==> src/rtl/mu_alu_requester_if.sv <==
// Bundle of the delta stream, the adder request/response pair and the
// ledger status outputs of the mu-cost requester.
// The master modport is the requester's view; the slave modport is the
// view of whatever surrounds it (producers plus adder responder).
interface mu_alu_requester_if #(
    parameter int WIDTH = 32
);
    logic             delta_valid;
    logic             delta_ready;
    logic [WIDTH-1:0] delta;
    logic             clear;
    logic [WIDTH-1:0] alu_operand_a;
    logic [WIDTH-1:0] alu_operand_b;
    logic [WIDTH-1:0] alu_result;
    logic             alu_ready;
    logic [WIDTH-1:0] mu_total;
    logic             commit;
    logic             overflow;
    logic             timeout_err;
    logic             busy;

    modport master (
        input  delta_valid, delta, clear, alu_result, alu_ready,
        output delta_ready, alu_operand_a, alu_operand_b, mu_total,
               commit, overflow, timeout_err, busy
    );

    modport slave (
        output delta_valid, delta, clear, alu_result, alu_ready,
        input  delta_ready, alu_operand_a, alu_operand_b, mu_total,
               commit, overflow, timeout_err, busy
    );
endinterface

==> src/rtl/mu_alu_requester.sv <==
// Initiator-side sequencer for the mu-cost adder. Accepts a delta, sends
// {running total, delta} to the adder, waits for its result and commits it
// as the new ledger total. A carry out of the adder saturates the total and
// sets a sticky overflow flag; a responder that never answers is abandoned
// after TIMEOUT wait cycles and flagged with a sticky timeout error.
module mu_alu_requester #(
    parameter int WIDTH   = 32,
    parameter int TIMEOUT = 15
) (
    input  logic                 clk,
    input  logic                 rst,
    mu_alu_requester_if.master   bus
);

    localparam logic [7:0] TIMER_LAST = 8'(TIMEOUT - 1);

    typedef enum logic {
        IDLE = 1'b0,
        WAIT = 1'b1
    } state_t;

    state_t           state;
    state_t           next_state;
    logic [7:0]       timer;
    logic             accept;
    logic             do_commit;
    logic             do_timeout;
    logic [WIDTH-1:0] operand_a_q;
    logic [WIDTH-1:0] operand_b_q;
    logic [WIDTH-1:0] total_q;
    logic             commit_q;
    logic             overflow_q;
    logic             timeout_q;

    assign bus.delta_ready   = (state == IDLE) && !bus.clear;
    assign bus.busy          = (state == WAIT);
    assign bus.alu_operand_a = operand_a_q;
    assign bus.alu_operand_b = operand_b_q;
    assign bus.mu_total      = total_q;
    assign bus.commit        = commit_q;
    assign bus.overflow      = overflow_q;
    assign bus.timeout_err   = timeout_q;

    // State register; reset or clear always lands in IDLE.
    always_ff @(posedge clk or posedge rst) begin
        if (rst) begin
            state <= IDLE;
        end else begin
            state <= next_state;
        end
    end

    // Next-state decode plus the accept / commit / abandon strobes; clear overrides everything.
    always_comb begin
        next_state = state;
        accept     = 1'b0;
        do_commit  = 1'b0;
        do_timeout = 1'b0;
        if (bus.clear) begin
            next_state = IDLE;
        end else begin
            case (state)
                IDLE: begin
                    if (bus.delta_valid) begin
                        accept     = 1'b1;
                        next_state = WAIT;
                    end
                end
                WAIT: begin
                    if (bus.alu_ready) begin
                        do_commit  = 1'b1;
                        next_state = IDLE;
                    end else if (timer == TIMER_LAST) begin
                        do_timeout = 1'b1;
                        next_state = IDLE;
                    end
                end
                default: next_state = IDLE;
            endcase
        end
    end

    // Datapath: capture operands on accept, commit or saturate the total, run the wait timer.
    always_ff @(posedge clk or posedge rst) begin
        if (rst) begin
            operand_a_q <= '0;
            operand_b_q <= '0;
            total_q     <= '0;
            commit_q    <= 1'b0;
            overflow_q  <= 1'b0;
            timeout_q   <= 1'b0;
            timer       <= '0;
        end else begin
            commit_q <= do_commit;
            if (bus.clear) begin
                total_q    <= '0;
                overflow_q <= 1'b0;
                timeout_q  <= 1'b0;
                timer      <= '0;
            end else begin
                if (accept) begin
                    operand_a_q <= total_q;
                    operand_b_q <= bus.delta;
                    timer       <= '0;
                end
                if (do_commit) begin
                    if (bus.alu_result < operand_a_q) begin
                        total_q    <= '1;
                        overflow_q <= 1'b1;
                    end else begin
                        total_q <= bus.alu_result;
                    end
                end else if (do_timeout) begin
                    timeout_q <= 1'b1;
                end else if (state == WAIT) begin
                    timer <= timer + 8'd1;
                end
            end
        end
    end

endmodule
==> src/flat_wrapper.sv <==
// flat-port wrapper written by rule: the top's interface ports become plain ports
module mu_alu_requester_flat 
#(
    parameter int WIDTH   = 32,
    parameter int TIMEOUT = 15
)
  (clk, rst, bus_delta_valid, bus_delta, bus_clear, bus_alu_result, bus_alu_ready, bus_delta_ready, bus_alu_operand_a, bus_alu_operand_b, bus_mu_total, bus_commit, bus_overflow, bus_timeout_err, bus_busy);
  mu_alu_requester_if #(.WIDTH(WIDTH)) bus_i ();
  input  logic clk;
  input  logic rst;
  input wire logic [$bits(bus_i.delta_valid)-1:0] bus_delta_valid;
  input wire logic [$bits(bus_i.delta)-1:0] bus_delta;
  input wire logic [$bits(bus_i.clear)-1:0] bus_clear;
  input wire logic [$bits(bus_i.alu_result)-1:0] bus_alu_result;
  input wire logic [$bits(bus_i.alu_ready)-1:0] bus_alu_ready;
  output wire logic [$bits(bus_i.delta_ready)-1:0] bus_delta_ready;
  output wire logic [$bits(bus_i.alu_operand_a)-1:0] bus_alu_operand_a;
  output wire logic [$bits(bus_i.alu_operand_b)-1:0] bus_alu_operand_b;
  output wire logic [$bits(bus_i.mu_total)-1:0] bus_mu_total;
  output wire logic [$bits(bus_i.commit)-1:0] bus_commit;
  output wire logic [$bits(bus_i.overflow)-1:0] bus_overflow;
  output wire logic [$bits(bus_i.timeout_err)-1:0] bus_timeout_err;
  output wire logic [$bits(bus_i.busy)-1:0] bus_busy;
  assign bus_i.delta_valid = bus_delta_valid;
  assign bus_i.delta = bus_delta;
  assign bus_i.clear = bus_clear;
  assign bus_i.alu_result = bus_alu_result;
  assign bus_i.alu_ready = bus_alu_ready;
  assign bus_delta_ready = bus_i.delta_ready;
  assign bus_alu_operand_a = bus_i.alu_operand_a;
  assign bus_alu_operand_b = bus_i.alu_operand_b;
  assign bus_mu_total = bus_i.mu_total;
  assign bus_commit = bus_i.commit;
  assign bus_overflow = bus_i.overflow;
  assign bus_timeout_err = bus_i.timeout_err;
  assign bus_busy = bus_i.busy;
  mu_alu_requester #(.WIDTH(WIDTH), .TIMEOUT(TIMEOUT)) u_core (.clk(clk), .rst(rst), .bus(bus_i));
endmodule
==> config.mk <==
export PLATFORM = sky130hd
export DESIGN_NAME = mu_alu_requester_flat
export DESIGN_NICKNAME = d
export VERILOG_FILES = /design/src/rtl/mu_alu_requester_if.sv /design/src/rtl/mu_alu_requester.sv /design/src/flat_wrapper.sv
export SDC_FILE = /design/constraint.sdc
export NUM_CORES = 1
export LEC_CHECK = 0
export CORE_MARGIN = 2
export CORE_UTILIZATION = 46
export DETAILED_ROUTE_END_ITERATION = 6
export PLACE_DENSITY = 0.81
export SYNTH_ARGS = -nofsm -noshare
export SYNTH_HDL_FRONTEND = slang
export SYNTH_SLANG_ARGS = --single-unit
==> constraint.sdc <==
create_clock -name clk -period 4.8 [get_ports clk]
set_clock_uncertainty 0.15 [all_clocks]
set_input_delay 0.72 -clock clk [delete_from_list [all_inputs] [get_ports clk]]
set_output_delay 0.72 -clock clk [all_outputs]
set_load 0.05 [all_outputs]
Word level (Yosys, flattened, before mapping):

Index checks and enable logic that the tools add are counted.

* output and inout port bits: 101
* register bits: 108
* word-level logic and storage cells: 50
* bits of input ports: 69

* multiplexer cells: 28
* add/subtract/negate cells: 1
* equality and inequality tests: 2
* bitwise gates (word level): 2
* magnitude comparators: 1
* reductions and logical operators: 8

Operators by type and width (count)
* 32-bit 2-to-1 mux: 3
* 8-bit 2-to-1 mux: 5
* 32-bit less-than comparator: 1
* 1-bit 2-to-1 mux: 19
* 8-bit by 1-bit adder with 8-bit output, second input constant: 1
* 8-bit by 4-bit equality test with 1-bit output, second input constant: 1
* 2-bit AND reduction: 3
* 2-bit nonzero test: 3
* 2-bit inequality test, second input constant: 1
* 1-bit inverter: 2
* 1-bit case mux with 2 select lines: 1
* 1-bit logical AND: 1
* 1-bit zero test: 1

Longest topological paths before layout:

Gate-level depths: netlist (run 1).

* depth after elaboration: 8
* mapped depth: 8
* mapped depth without buffers: 7

Worst setup path after synthesis (run 1):

Ideal clock, no wire load.

* path type: input-to-output
* start: input port bus_clear
* end: output port bus_delta_ready
* setup slack: 2376 ps
* data arrival time: 1554 ps
* required time: 3930 ps
* path buffers: 1
* stages: 2
* path through: clkbuf_1 -> nor2_1

* longest elaborated chain between the ends: 2

Ends and longest elaborated chain
* start: declaration: RTL line flat_wrapper.sv:13 `input wire logic [$bits(bus_i.clear)-1:0] bus_clear;`
* 1-bit zero test: RTL line mu_alu_requester.sv:35 `assign bus.delta_ready = (state == IDLE) && !bus.clear;`
* 1-bit logical AND: RTL line mu_alu_requester.sv:35
* end: declaration: RTL line flat_wrapper.sv:16 `output wire logic [$bits(bus_i.delta_ready)-1:0] bus_delta_ready;`

Every way passes these cells.

Worst setup path after layout (run 1):

Same ends and word-level chain as after synthesis.

==> results.json, run 1 <==
{
  "outcome": "complete, no violations",
  "post_synth_inst_count": 533,
  "routed_via_density": 5.34,
  "cts_hold_buffers": 0,
  "n_fill_cell": 890,
  "critical_path_required_ns": 3.93,
  "clk_root_buffer_cell": "clkbuf_8",
  "layout.cells.non_filler": 834,
  "synth_top_area_cell": "dfrtp_1",
  "tritoncts": "done",
  "drc_viols": 0,
  "grt_setup_unrepaired": "false",
  "core_mm2": 0.0107,
  "crit_arrival_ns": 2.40,
  "irDropWorstVdd_mv": 0.180,
  "reg2reg_from": "u_core.bus.alu_operand_a[27]",
  "top_post_synthesis_cells_by_area": "dfrtp_1 54%, nand2_1 11%, ha_1 8.3%, o21ai_0 6.9%, a22oi_1 5.0%",
  "worstRegToRegCells": 6,
  "slew_violations": 0,
  "dieHeight_um": 108,
  "critPathLaunchType": "input pin",
  "number_of_search_and_repair_iterations_in_the_first_detailed_routing_pass": 5,
  "cts_h_tree_lvls": 3,
  "grt_busiest_layer": "met2",
  "antenna_cells": 0,
  "gr-usage-met1_pct": 29.5,
  "replace_congestion": 0.888,
  "layout-drive-gt1-share_pct": 4.61,
  "synth-warning-count": 0,
  "final_core_utilization_pct": 65.2,
  "die_span_in_x_um": 108,
  "maximum_number_of_pins_on_one_net_before_global_route_repair": 55,
  "synth_enable_flop_cells": 0,
  "synth.net_count": 635,
  "detailedPlacementHpwl_mm": 9.39,
  "route.vias.total": 4454,
  "cts-buffers-inserted": 9,
  "post_synth_most_frequent_cells": "148 x nand2_1, 108 x dfrtp_1, 69 x o21ai_0",
  "gr-usage-met2_pct": 36.4,
  "hold_violations": 0,
  "hold_path_startpoint": "u_core.bus.alu_operand_b[2]",
  "worst_path_most_repeated_cell": "clkdlybuf4s50_1",
  "cp_cell_sequence": "clkdlybuf4s50_1 > nor2_1 > clkdlybuf4s50_1",
  "global_route_wire_length_before_repair_mm": 20.9,
  "number_of_global_route_vias_before_repair": 4295,
  "r2r_setup_slack_ns": 2.15,
  "critical-path-slowest-cell": "clkdlybuf4s50_1",
  "syn-mean-instance-area_um2": 9.39,
  "postSynthRegisterBits": 108,
  "postSynth.asyncResetShare_pct": 100,
  "synth_area_mm2": 0.00500,
  "drt_iter0_drc": 218,
  "power.static_leakage_nw": 3.11,
  "timing.critical_path.to_type": "primary output",
  "max_slew_margin_pct": 38.1,
  "final_min_period_over_clock_period_pct": 68.2,
  "pin_count": 170,
  "drv.max_cap_violation_count": 0,
  "port_buffers": 169,
  "tritoncts_num_sinks": 108,
  "synth.top_cell.area_share_pct": 54.0,
  "timing.critical_path.slowest_cell_delay_ns": 0.82,
  "min_delay_worst_endpoint": "u_core.bus.alu_operand_b[2]",
  "floorplan.die_area_mm2": 0.0117,
  "floorplan.rows": 38,
  "timing.hold.worst_path_depth": 2,
  "detail_route.wirelength_mm": 12.9,
  "grt_antenna_before_repair": 0,
  "min_period_ns": 3.27,
  "ys_types": 42,
  "clockBufferDepth": 2,
  "setup_viol_count_final": 0,
  "clk_transition_reported_paths_ns": 0.08,
  "area_growth_pct": 40.0,
  "worst_slew_pin_slew_ns": 0.929,
  "rr_endpoint": "u_core.bus.mu_total[17]",
  "cts_setup_buffers": 0,
  "met3_usage_pct": 6.87,
  "power.density_cell_area_mw_per_mm2": 368,
  "avgRoutedWirePerCell_um": 15.5,
  "fin_tns_setup_ns": 0,
  "hold_class": "flip-flop to flip-flop",
  "post_cts_resized": 0,
  "yosys.cell_count.top_type": "nand2_1",
  "clock_insertion_delay_worst_skew_ns": 0.36,
  "dominantRegCellSynth": "dfrtp_1",
  "nNetsFinal": 793,
  "worst-path-max-fanout": 14,
  "ant_nets": 0,
  "gr-usage-all-layers_pct": 22.5,
  "initial_core_utilization_pct": 46.6,
  "grt_remaining_overflow": 0,
  "fmax_mhz": 305,
  "worst_setup_path_type": "input pin to primary output",
  "instance_count_after_placement_with_tap_cells_included": 820,
  "synth.yosys.seq_area_share_pct": 54.0
}
## worst max-delay path, delay by kind of cell
kind                   cells  cell delay (ns)
AND/OR/NAND/NOR            1             0.18
buffers and inverters      2             1.50
## routing by layer
layer | wire, µm | share of wire [%]
met5 | 0 | 0
met2 | 6070 | 47
met4 | 161 | 1.2
met3 | 1330 | 10
met1 | 5350 | 41
## worst max path at each step
stage,start,endpoint,cells after the start
3_5_place_dp,bus_alu_result[31],u_core.bus.mu_total[14],6
2_1_floorplan,rst,u_core.bus.alu_operand_a[0],1
6_report,bus_clear,bus_delta_ready,3
5_1_grt,bus_clear,bus_delta_ready,3
3_3_place_gp,bus_alu_result[31],u_core.bus.mu_total[19],6
4_1_cts,bus_clear,bus_delta_ready,3
## power breakdown
part	leakage [nW]	internal (mW)	switching (mW)
registers	1.43	1.02	0.0712
clock network	0.0805	0.236	0.296
logic	1.60	0.326	0.632
total	3.11	1.58	0.999
## final cells by class
| type | count | area [µm²] | share of cell area [%] |
|---|---|---|---|
| sequential | 108 | 2700 | 38.6 |
| multi-input combinational | 359 | 2050 | 29.3 |
| timing repair buffer | 176 | 1760 | 25.1 |
| tap | 140 | 175 | 2.50 |
| inverter | 37 | 141 | 2.02 |
| clock buffer | 10 | 128 | 1.82 |
| clock inverter | 4 | 52.6 | 0.750 |
## sequential cells by signal, summed over array words and instances (netlist names)
signal and count:
u_core.bus.commit 1, u_core.bus.mu_total 32, u_core.bus.overflow 1, u_core.bus.alu_operand_b 32
u_core.timer 8, u_core.bus.busy 1, u_core.bus.timeout_err 1, u_core.bus.alu_operand_a 32
## cells by family after synthesis
| group | synth area share, % |
|---|---|
| adders and majority gates | 8.25 |
| muxes | 0.200 |
| buffers and inverters | 5.07 |
| DFF | 54.0 |
| and+or+nand+nor | 15.8 |
| AOI/OAI and AO/OA | 16.7 |
## placed cells by master, fill, tap and decap left out, types with 2 or more instances in the layout
master,netlist,routed
nor3_1,3,3
o211ai_1,3,3
clkbuf_8,0,9
nor2b_1,2,2
ha_1,33,33
o31ai_1,3,3
inv_1,37,36
nand2_1,148,148
dfrtp_1,108,108
buf_4,0,6
clkdlybuf4s50_1,0,169
a21oi_2,2,3
clkinvlp_4,0,3
nand4_1,4,4
and3_1,4,3
a22oi_1,33,33
nor2_1,7,7
o21ai_0,69,69
a21oi_1,19,18
nand3_1,7,7
## metrics by stage
stage | hold slack (ns) | worst slack [ns] | power (mW) | area, µm²
global route | 0.351 | 1.44 | 2.72 | 7010
floorplan | 0.331 | 1.08 | 1.70 | 5000
CTS | 0.335 | 1.53 | 2.60 | 7010
global placement | 0.308 | 1.53 | 2.05 | 6830
detailed placement | 0.312 | 1.42 | 2.07 | 6830
finish | 0.324 | 1.53 | 2.58 | 7010
Note: power is estimated with default switching activity, not from simulation.
==> inputs of run 2 (changes only) <==
Settings changed: CORE_UTILIZATION 46 to 41, PLACE_DENSITY 0.81 to 0.76.
Clock period 4.8 ns to 2.76 ns, I/O delays scaled along.
==> run 2 against run 1 <==
Effect of this change: sequential cell count is the same; sequential share of layout area shrank 0.91 points; power grew 85%; worst setup slack lost 1.1 ns; die area grew 12%; hold slack gained 0.00075 ns; non-clock buffer count grew 5; routed wire length grew 0.77%; combinational power grew 73%; global-route usage shrank 2.3 points; count of clock-buffer cells in the layout grew 1; critical endpoint is now u_core.bus.mu_total[30]; highest routed layer unchanged.
==> results.json, run 2 (same netlist as run 1, synthesis figures left out) <==
{
  "path_depth": 8,
  "maximum_number_of_pins_on_one_net_before_global_route_repair": 109,
  "timing.hold.worst_path_depth": 2,
  "mostFrequentLayoutCell": "clkdlybuf4s50_1",
  "instance_count_after_placement_with_tap_cells_included": 832,
  "critical_path_buf_inv_count": 2,
  "worst_setup_path_type": "input pin to flip-flop",
  "replace_congestion": 0.946,
  "layout.cells.non_filler": 848,
  "slew_violations": 0,
  "hold_class": "flip-flop to flip-flop",
  "die_span_in_x_um": 114,
  "tritoncts_num_sinks": 108,
  "pin_count": 170,
  "antenna_cells": 0,
  "hold_violations": 0,
  "outcome": "complete, no violations",
  "dieHeight_um": 114,
  "fmax_mhz": 426,
  "cts-buffers-inserted": 9,
  "tritoncts": "done",
  "number_of_search_and_repair_iterations_in_the_first_detailed_routing_pass": 5,
  "power.density_cell_area_mw_per_mm2": 664,
  "routed_via_density": 5.23,
  "min_period_ns": 2.35,
  "post_cts_resized": 0,
  "fin_tns_setup_ns": 0,
  "layout-drive-gt1-share_pct": 5.71,
  "clk_transition_reported_paths_ns": 0.07,
  "area_growth_pct": 43.5,
  "clk_root_buffer_cell": "clkbuf_16",
  "crit_arrival_ns": 2.41,
  "final_min_period_over_clock_period_pct": 85.0,
  "max_slew_margin_pct": 63.0,
  "cts_h_tree_lvls": 3,
  "grt_antenna_before_repair": 0,
  "floorplan.die_area_mm2": 0.0131,
  "worst_slew_pin_slew_ns": 0.553,
  "detail_route.wirelength_mm": 13.0,
  "timing.critical_path.to_type": "flip-flop",
  "core_mm2": 0.0120,
  "power.static_leakage_nw": 3.20,
  "nNetsFinal": 798,
  "clock_insertion_delay_worst_skew_ns": 0.35,
  "number_of_global_route_vias_before_repair": 4258,
  "n_fill_cell": 1016,
  "port_buffers": 169,
  "detailedPlacementHpwl_mm": 9.39,
  "route.vias.total": 4432,
  "gr-usage-all-layers_pct": 20.2,
  "critPathLaunchType": "input pin",
  "clockBufferDepth": 2,
  "cell_family_with_most_cp_delay": "buffers and inverters",
  "critical_path_required_ns": 2.83,
  "layout.cells.most_common_list": "168 x clkdlybuf4s50_1, 148 x nand2_1, 108 x dfrtp_1",
  "totalPowerFinal_mw": 4.77,
  "seqCellArea_mm2": 0.00270,
  "grt_remaining_overflow": 0,
  "timing.critical_path.slowest_cell_delay_ns": 0.48,
  "cts_hold_buffers": 0,
  "irDropWorstVdd_mv": 0.440,
  "drv.max_cap_violation_count": 0,
  "worst-path-max-fanout": 9,
  "floorplan.rows": 40,
  "global_route_wire_length_before_repair_mm": 21.0,
  "grt_setup_unrepaired": "false",
  "multi_input_area_mm2": 0.00205,
  "critical-path-slowest-cell": "clkdlybuf4s50_1",
  "cts_setup_buffers": 0,
  "initial_core_utilization_pct": 41.8,
  "worstRegToRegCells": 8,
  "drc_viols": 0,
  "cp_cell_sequence": "clkdlybuf4s50_1 > ha_1 > nand4_2 > nor4_2 > nand3_1 > o211ai_2 > buf_4 > o21ai_0",
  "ant_nets": 0,
  "drt_iter0_drc": 271,
  "avgRoutedWirePerCell_um": 15.3,
  "setup_viol_count_final": 0
}
run 2: per-stage QoR:
step / hold WS (ns) / util (%) / setup slack (ns) / instance area, µm²
3_3_place_gp: 0.307 / 57.7 / 0.0813 / 6900
3_5_place_dp: 0.312 / 57.7 / 0.0647 / 6900
6_report: 0.325 / 60.0 / 0.414 / 7180
2_1_floorplan: 0.331 / - / 0.393 / 5010
5_1_grt: 0.345 / 60.0 / 0.303 / 7180
4_1_cts: 0.329 / 60.0 / 0.425 / 7180
run 2: area by class of cell:
cell class / count / share of cell area [%]
Sequential cell: 108 / 37.6
Tap cell: 147 / 2.56
Clock buffer: 11 / 3.38
Clock inverter: 5 / 0.523
Inverter: 37 / 1.99
Multi-Input combinational cell: 359 / 28.6
Timing Repair Buffer: 181 / 25.3
run 2: path summary, 6_finish.rpt:
kind | from | end | slack, ns
worst min register to register | u_core.bus.alu_operand_b[12] | u_core.bus.alu_operand_b[12] | 0.33
min in group asynchronous | rst | u_core.bus.alu_operand_b[13] | 0.43
worst max-delay path | bus_alu_result[29] | u_core.bus.mu_total[30] | 0.41
worst min-delay path | u_core.bus.alu_operand_b[12] | u_core.bus.alu_operand_b[12] | 0.33
worst max register to register | u_core.bus.alu_operand_a[27] | u_core.bus.mu_total[30] | 0.52
max in group asynchronous | rst | u_core.timer[5] | 1.62
run 2: where the power goes:
part,leakage [nW],switching (mW),internal [mW]
clock,0.132,0.570,0.639
sequential,1.43,0.125,1.77
combinational,1.64,1.09,0.571
run 2: worst min-delay path, stage by stage (launching register included):
cell and delay (ns):
dfrtp_1 0.34, nand2_1 0.05, nand2_1 0.06
run 2: layer usage:
metal  global-route usage, %  routed length [µm]
met5                       0                   0
met4                    7.15                 264
met3                    5.35                1010
met2                    33.1                6290
met1                    25.8                5430
